File: config.mk
export PLATFORM = sky130hd
export DESIGN_NAME = rename_table
export DESIGN_NICKNAME = d
export VERILOG_FILES = /design/src/rtl/rename_table.sv
export SDC_FILE = /design/constraint.sdc
export NUM_CORES = 1
export LEC_CHECK = 0
export BUFFER_PORTS_ARGS = -buffer_cell sky130_fd_sc_hd__clkbuf_2
export CAP_MARGIN = 20
export CORE_ASPECT_RATIO = 1.25
export CORE_UTILIZATION = 25
export CTS_CLUSTER_DIAMETER = 50
export DETAILED_ROUTE_END_ITERATION = 12
export SKIP_CTS_REPAIR_TIMING = 1
export SYNTH_ARGS = -nofsm -noshare
export SYNTH_HDL_FRONTEND = slang
export SYNTH_SLANG_ARGS = --single-unit
File: constraint.sdc
create_clock -name clk -period 1.68 [get_ports clk]
set_input_delay 0.168 -clock clk [delete_from_list [all_inputs] [get_ports clk]]
set_output_delay 0.168 -clock clk [all_outputs]
set_load 0.03 [all_outputs]
File: src/rtl/rename_table.sv
// Register rename stage: speculative and retirement architectural-to-physical maps,
// a one-entry registered output slot, free-list handshake, commit and flush recovery.
module rename_table #(
    parameter int unsigned ARCH_REGS = 16,
    parameter int unsigned PHYS_REGS = 32,
    localparam int unsigned AW = $clog2(ARCH_REGS),
    localparam int unsigned PW = $clog2(PHYS_REGS)
) (
    input  logic          clk,
    input  logic          n_rst,
    input  logic          in_valid,
    output logic          in_ready,
    input  logic [AW-1:0] in_src1,
    input  logic [AW-1:0] in_src2,
    input  logic [AW-1:0] in_dst,
    input  logic          in_dst_en,
    input  logic          fl_avail,
    input  logic [PW-1:0] fl_tag,
    output logic          fl_checkout,
    output logic          fl_checkin,
    output logic [PW-1:0] fl_in,
    output logic          out_valid,
    input  logic          out_ready,
    output logic [PW-1:0] out_psrc1,
    output logic [PW-1:0] out_psrc2,
    output logic [PW-1:0] out_pdst,
    output logic [PW-1:0] out_pold,
    output logic          out_dst_en,
    input  logic          commit_valid,
    input  logic          commit_dst_en,
    input  logic [AW-1:0] commit_arch,
    input  logic [PW-1:0] commit_pdst,
    input  logic [PW-1:0] commit_pold,
    input  logic          flush
);

    logic [PW-1:0] spec_map_q [ARCH_REGS];
    logic [PW-1:0] spec_map_d [ARCH_REGS];
    logic [PW-1:0] ret_map_q  [ARCH_REGS];
    logic [PW-1:0] ret_map_d  [ARCH_REGS];

    logic          out_valid_q, out_valid_d;
    logic [PW-1:0] out_psrc1_q, out_psrc1_d;
    logic [PW-1:0] out_psrc2_q, out_psrc2_d;
    logic [PW-1:0] out_pdst_q,  out_pdst_d;
    logic [PW-1:0] out_pold_q,  out_pold_d;
    logic          out_dst_en_q, out_dst_en_d;

    logic xfer;
    logic commit_fire;

    // Handshake: held output must drain, a destination needs a free tag, flush blocks rename
    assign in_ready    = n_rst && (!out_valid_q || out_ready) && (!in_dst_en || fl_avail) && !flush;
    assign xfer        = in_valid && in_ready;
    assign fl_checkout = xfer && in_dst_en;
    assign commit_fire = n_rst && commit_valid && commit_dst_en;
    assign fl_checkin  = commit_fire;
    assign fl_in       = commit_pold;

    assign out_valid   = out_valid_q;
    assign out_psrc1   = out_psrc1_q;
    assign out_psrc2   = out_psrc2_q;
    assign out_pdst    = out_pdst_q;
    assign out_pold    = out_pold_q;
    assign out_dst_en  = out_dst_en_q;

    // Next-state: commit updates ret_map first so a same-cycle flush restores it
    always_comb begin
        spec_map_d   = spec_map_q;
        ret_map_d    = ret_map_q;
        out_valid_d  = out_valid_q;
        out_psrc1_d  = out_psrc1_q;
        out_psrc2_d  = out_psrc2_q;
        out_pdst_d   = out_pdst_q;
        out_pold_d   = out_pold_q;
        out_dst_en_d = out_dst_en_q;

        if (commit_fire) begin
            ret_map_d[commit_arch] = commit_pdst;
        end

        if (flush) begin
            spec_map_d  = ret_map_d;
            out_valid_d = 1'b0;
        end else if (xfer) begin
            // Sources and old mapping read before this instruction's own update
            out_valid_d  = 1'b1;
            out_psrc1_d  = spec_map_q[in_src1];
            out_psrc2_d  = spec_map_q[in_src2];
            out_pold_d   = spec_map_q[in_dst];
            out_pdst_d   = in_dst_en ? fl_tag : '0;
            out_dst_en_d = in_dst_en;
            if (in_dst_en) begin
                spec_map_d[in_dst] = fl_tag;
            end
        end else if (out_ready) begin
            out_valid_d = 1'b0;
        end
    end

    always_ff @(posedge clk) begin
        if (!n_rst) begin
            for (int i = 0; i < int'(ARCH_REGS); i++) begin
                spec_map_q[i] <= PW'(i);
                ret_map_q[i]  <= PW'(i);
            end
            out_valid_q  <= 1'b0;
            out_psrc1_q  <= '0;
            out_psrc2_q  <= '0;
            out_pdst_q   <= '0;
            out_pold_q   <= '0;
            out_dst_en_q <= 1'b0;
        end else begin
            spec_map_q   <= spec_map_d;
            ret_map_q    <= ret_map_d;
            out_valid_q  <= out_valid_d;
            out_psrc1_q  <= out_psrc1_d;
            out_psrc2_q  <= out_psrc2_d;
            out_pdst_q   <= out_pdst_d;
            out_pold_q   <= out_pold_d;
            out_dst_en_q <= out_dst_en_d;
        end
    end

endmodule
# After elaboration in Yosys (flattened, before gate mapping)
# Index checks and enable logic that the tools add are counted.
[totals] ff_bits=182 out_inout_bits=30 word_cells=92
[op_classes] magnitude_cmp=6 n_mux=22 bitwise_logic=6 reduce_logical=20
[op_table] operator="2-to-1 mux 80 bit" count=4
[op_table] operator="bitwise mux 80 bit" count=2
[op_table] operator="binary-select mux 5 bit (select 4 bit)" count=3
[op_table] operator="2-to-1 mux 5 bit" count=9
[op_table] operator="demux 5 bit (select 4 bit)" count=2
[op_table] operator=">= comparator 5 bit (second input constant)" count=4
[op_table] operator="NOT 4 -> 5 bit" count=4
[op_table] operator="less-than comparator 5 x 1 -> 1 bit (second input constant)" count=2
[op_table] operator="logical AND 1 bit" count=9
[op_table] operator="nonzero test 2 bit" count=3
[op_table] operator="AND reduction 2 bit" count=2
[op_table] operator="zero test 1 bit" count=3
[op_table] operator="logical OR 1 bit" count=2
[op_table] operator="2-to-1 mux 1 bit" count=2
[op_table] operator="NOT 1 bit" count=2
[op_table] operator="OR reduction 2 bit" count=1

# Longest topological paths before layout
[logic_depth] ltp_word=9 depth_mapped=7 depth_no_buf=4

# Worst setup path after synthesis
# No wires, ideal clock.
[synth_path] path_kind="reg-to-reg" start="register out_valid_q, in the netlist out_valid" end="register spec_map_q[12] (netlist bit)" setup_time_ns=0.147 arrival_ns=1.514 required_ns=1.533 path_slack_ns=0.020 stages_incl_launch_ff=8 n_path_buf=3 synth_period_minus_slack_ns=1.660 path_cell_list="dfxtp_1 nand2b_1 buf_2 and4_1 buf_2 buf_4 a211oi_1 a221oi_1"
[synth_between] elab_chain_cells=8
[synth_lines] element="start: declaration" line="42" source="logic out_valid_q, out_valid_d;"
[synth_lines] element="start signal: assignment" line="116" source="out_valid_q <= out_valid_d;"
[synth_lines] element="zero test 1 bit" line="53" source="assign in_ready = n_rst && (!out_valid_q || out_ready) && (!in_dst_en || fl_avail) && !flush;"
[synth_lines] element="logical OR 1 bit" line="53"
[synth_lines] element="logical AND 1 bit (3 in series)" line="53"
[synth_lines] element="logical AND 1 bit" line="54" source="assign xfer = in_valid && in_ready;"
[synth_lines] element="nonzero test 2 bit (no source line)"
[synth_lines] element="AND reduction 2 bit (no source line)"
[synth_lines] element="end signal: indexed assignment" line="104" source="spec_map_q[i] <= PW'(i);"
[synth_lines] element="end signal: assignment" line="114" source="spec_map_q <= spec_map_d;"
[synth_lines] element="end: declaration" line="37" source="logic [PW-1:0] spec_map_q [ARCH_REGS];"
# Every way passes these cells.
# A chain may end at the register's enable or synchronous reset.

# Final worst setup path
[layout_path] start="register spec_map_q[37] (netlist bit)" end="register out_psrc2_q[2], in the netlist out_psrc2[2]"
[layout_between] elab_chain_cells=3
[layout_lines] element="binary-select mux 5 bit (select 4 bit)" line="89" source="out_psrc2_d = spec_map_q[in_src2];"
[layout_lines] element="2-to-1 mux 5 bit (implied by the code) (2 in series)" line="89"
[layout_lines] element="end signal: assignment" line="118" source="out_psrc2_q <= out_psrc2_d;"
[layout_lines] element="end: declaration" line="44" source="logic [PW-1:0] out_psrc2_q, out_psrc2_d;"
# Every way passes these cells. The select of a mux whose other input is x is not followed.

==> results.sh <==
export IMPL_gr_usage_met3_pct=3.651
export IMPL_grt_max_degree=57
export IMPL_synth_simple_gate_area_share_pct=15.13
export IMPL_initial_core_util_pct=25.49
export IMPL_yosys_area_top_type="dfxtp_1"
export IMPL_chipWidth_um=174.3
export IMPL_finalHoldViolations=0
export IMPL_critPathKind="reg -> reg"
export IMPL_root_buffer="clkbuf_16"
export IMPL_finalNetCount=1067
export IMPL_port_buffers=59
export IMPL_dp_hpwl_mm=28.01
export IMPL_synthFlopType="dfxtp_1"
export IMPL_critical_path_max_fanout=4
export IMPL_crit_slowest_cell="mux4_2"
export IMPL_path_cells="mux4_2 > mux4_2 > nand2_1 > nand2_1"
export IMPL_path_clk_slew_ns=0.07
export IMPL_wl_per_cell_um=24.25
export IMPL_final_cells=1519
export IMPL_synth_top_family_by_area="multiplexers"
export IMPL_fin_crit_sh_pct=96.80
export IMPL_grt_pass1_vias=8303
export IMPL_muxShareOfSynthArea_pct=24.86
export IMPL_vdd_drop_max_mv=0.6283
export IMPL_die_height_um=217.4
export IMPL_cts_sinks=182
export IMPL_critical_path_arrival_ns=1.97
export IMPL_drt_vias_per_instance=5.552
export IMPL_numPlacedInstances=1487
export IMPL_setup_violations=0
export IMPL_tns_ns=0
export IMPL_syn_inst=897
export IMPL_final_cell_mix="dfxtp_1, buf_4, nand2_1"
export IMPL_maxSlewViolCount=0
export IMPL_use_met2_pct=31.83
export IMPL_busiest_layer="met2"
export IMPL_drt_iter0_markers=807
export IMPL_place_gp_congestion=0.9914
export IMPL_synth_seq_area_share_pct=39.27
export IMPL_synth_edf_count=0
export IMPL_core_area_um2=36400
export IMPL_area_growth_pct=25.65
export IMPL_drive_gt1_share_pct=32.63
export IMPL_required_ns=2.02
export IMPL_grt_pass1_wl_mm=55.37
export IMPL_grt_use_met1_pct=23.52
export IMPL_clock_latency_ns=0.45
export IMPL_slowest_delay_ns=0.50
export IMPL_yosysWarnings=0
export IMPL_cts_buffer_depth=2
export IMPL_hold_path_class="in -> reg"
export IMPL_relSlewSlack_pct=51.09
export IMPL_multi_input_area_um2=5087
export IMPL_synth_area_um2=9278
export IMPL_pin_count=70
export IMPL_r2r_slack_ns=0.05
export IMPL_synth_seq_cells=182
export IMPL_routed_wl_mm=36.84
export IMPL_cts_tree="yes"
export IMPL_grt_overflow_total=0
export IMPL_syn_avg_cell_area_um2=10.34
export IMPL_antenna_found_initial=0
export IMPL_synthTopCellsByArea="dfxtp_1, mux4_2, mux2i_1"
export IMPL_dpl_cell_area_um2=11060
export IMPL_tightest_slew_ns=0.7309
export IMPL_fmax_mhz=614.9
export IMPL_synth_top_area_share_pct=39.27
export IMPL_n_fill_cell=3655
export IMPL_rows=78
export IMPL_grt_usage_pct=19.69
export IMPL_total_power_mw=9.357
export IMPL_outcome="completed"
export IMPL_ys_async_sr_fraction_pct=0
export IMPL_drc=0
export IMPL_synth_cell_types=51
export IMPL_power_leakage_nw=4.346
export IMPL_final_common_cell="dfxtp_1"
export IMPL_synth_compound_area_share_pct=14.66
export IMPL_end_kind="register"
export IMPL_htreeDepth=4
export IMPL_powerDensity_nw_per_um2=802.7
export IMPL_diodes=0
export IMPL_drv_cap=0
export IMPL_syn_nets=937
export IMPL_dr_pass1_iters=5
export IMPL_start_kind="register"
export IMPL_regArea_um2=3646
export IMPL_numCtsBuffers=17
export IMPL_skew_ns=0.009337
export IMPL_dr_total_vias=8434
export IMPL_drtAntennaViolNets=0
export IMPL_synth_xor_area_share_pct=0
export IMPL_synth_fa_ha_area_share_pct=0
export IMPL_fin_crit_ns=1.626
export IMPL_final_area_um2=11660
export IMPL_die_area_um2=37890
## worst max-delay path, delay by kind of cell, from the launching register on
family | cells | cell delay [ns]
flip-flops | 1 | 0.42
multiplexers | 2 | 0.97
AND/OR/NAND/NOR | 2 | 0.12
## worst paths after layout
check | from | endpoint | depth (start not counted)
worst max-delay path | spec_map_q[37] | out_psrc2[2] | 4
worst min-delay path | fl_tag[4] | spec_map_q[34] | 3
worst max register to register | spec_map_q[37] | out_psrc2[2] | 4
worst min register to register | out_pdst[0] | out_pdst[0] | 2
## state kept, by name (all words and copies together) (netlist names)
signal and flops:
out_pold 5, spec_map_q 80, ret_map_q 80, out_psrc1 5, out_valid 1, out_dst_en 1, out_pdst 5, out_psrc2 5
## area by class of cell
class | count | share of cell area (%)
Multi-Input combinational cell | 594 | 43.64
Sequential cell | 182 | 31.28
Timing Repair Buffer | 205 | 14.26
Tap cell | 480 | 5.152
Clock buffer | 21 | 3.950
Inverter | 27 | 0.8694
Clock inverter | 10 | 0.8479
## metal layers
layer  vias up  routed length [um]
li1       3692                   -
met1      4099               14040
met2       526               17100
met3       117                3067
met4         0                2634
met5         -                   0
## cell families (layout without fill, tap and decap cells)
logic type             Yosys count  after routing
multiplexers                   140            140
flip-flops                     182            182
AND/OR/NAND/NOR                287            287
AO/OA/AOI/OAI                  167            167
buffers and inverters          121            263
## stage by stage
| stage | utilization (%) | hold slack (ns) | setup WS, ns |
|---|---|---|---|
| floorplan | - | 0.3058 | 0.01970 |
| global placement | 30.39 | 0.3362 | -0.1276 |
| detailed placement | 30.39 | 0.3362 | -0.1260 |
| CTS | 31.93 | 0.08560 | -0.3492 |
| global route | 32.02 | 0.1142 | -0.009276 |
| finish | 32.02 | 0.1116 | 0.05376 |
## cell usage after synthesis, types with 4 or more instances
| master | instances |
|---|---|
| nand4_1 | 7 |
| nand2_1 | 112 |
| inv_1 | 26 |
| nor2_2 | 6 |
| a21oi_1 | 8 |
| clkbuf_1 | 44 |
| mux4_2 | 70 |
| nor2_1 | 37 |
| a22oi_1 | 10 |
| a221oi_1 | 26 |
| buf_2 | 30 |
| o21ai_0 | 15 |
| nor2b_1 | 6 |
| and4_1 | 5 |
| o2111a_1 | 15 |
| a221o_1 | 15 |
| nand2b_1 | 4 |
| dfxtp_1 | 182 |
| nor3_1 | 6 |
| a211oi_1 | 26 |
| mux2_2 | 13 |
| and2_1 | 6 |
| a31oi_1 | 11 |
| buf_4 | 13 |
| mux2i_1 | 56 |
| nand3_1 | 73 |
| o221ai_1 | 36 |
## power by group
group	total, mW	internal (mW)	switching [mW]
sequential	4.39	4.35	0.0366
combinational	1.01	0.391	0.618
clock	3.96	2.12	1.84
(Power assumes the default switching activity.)
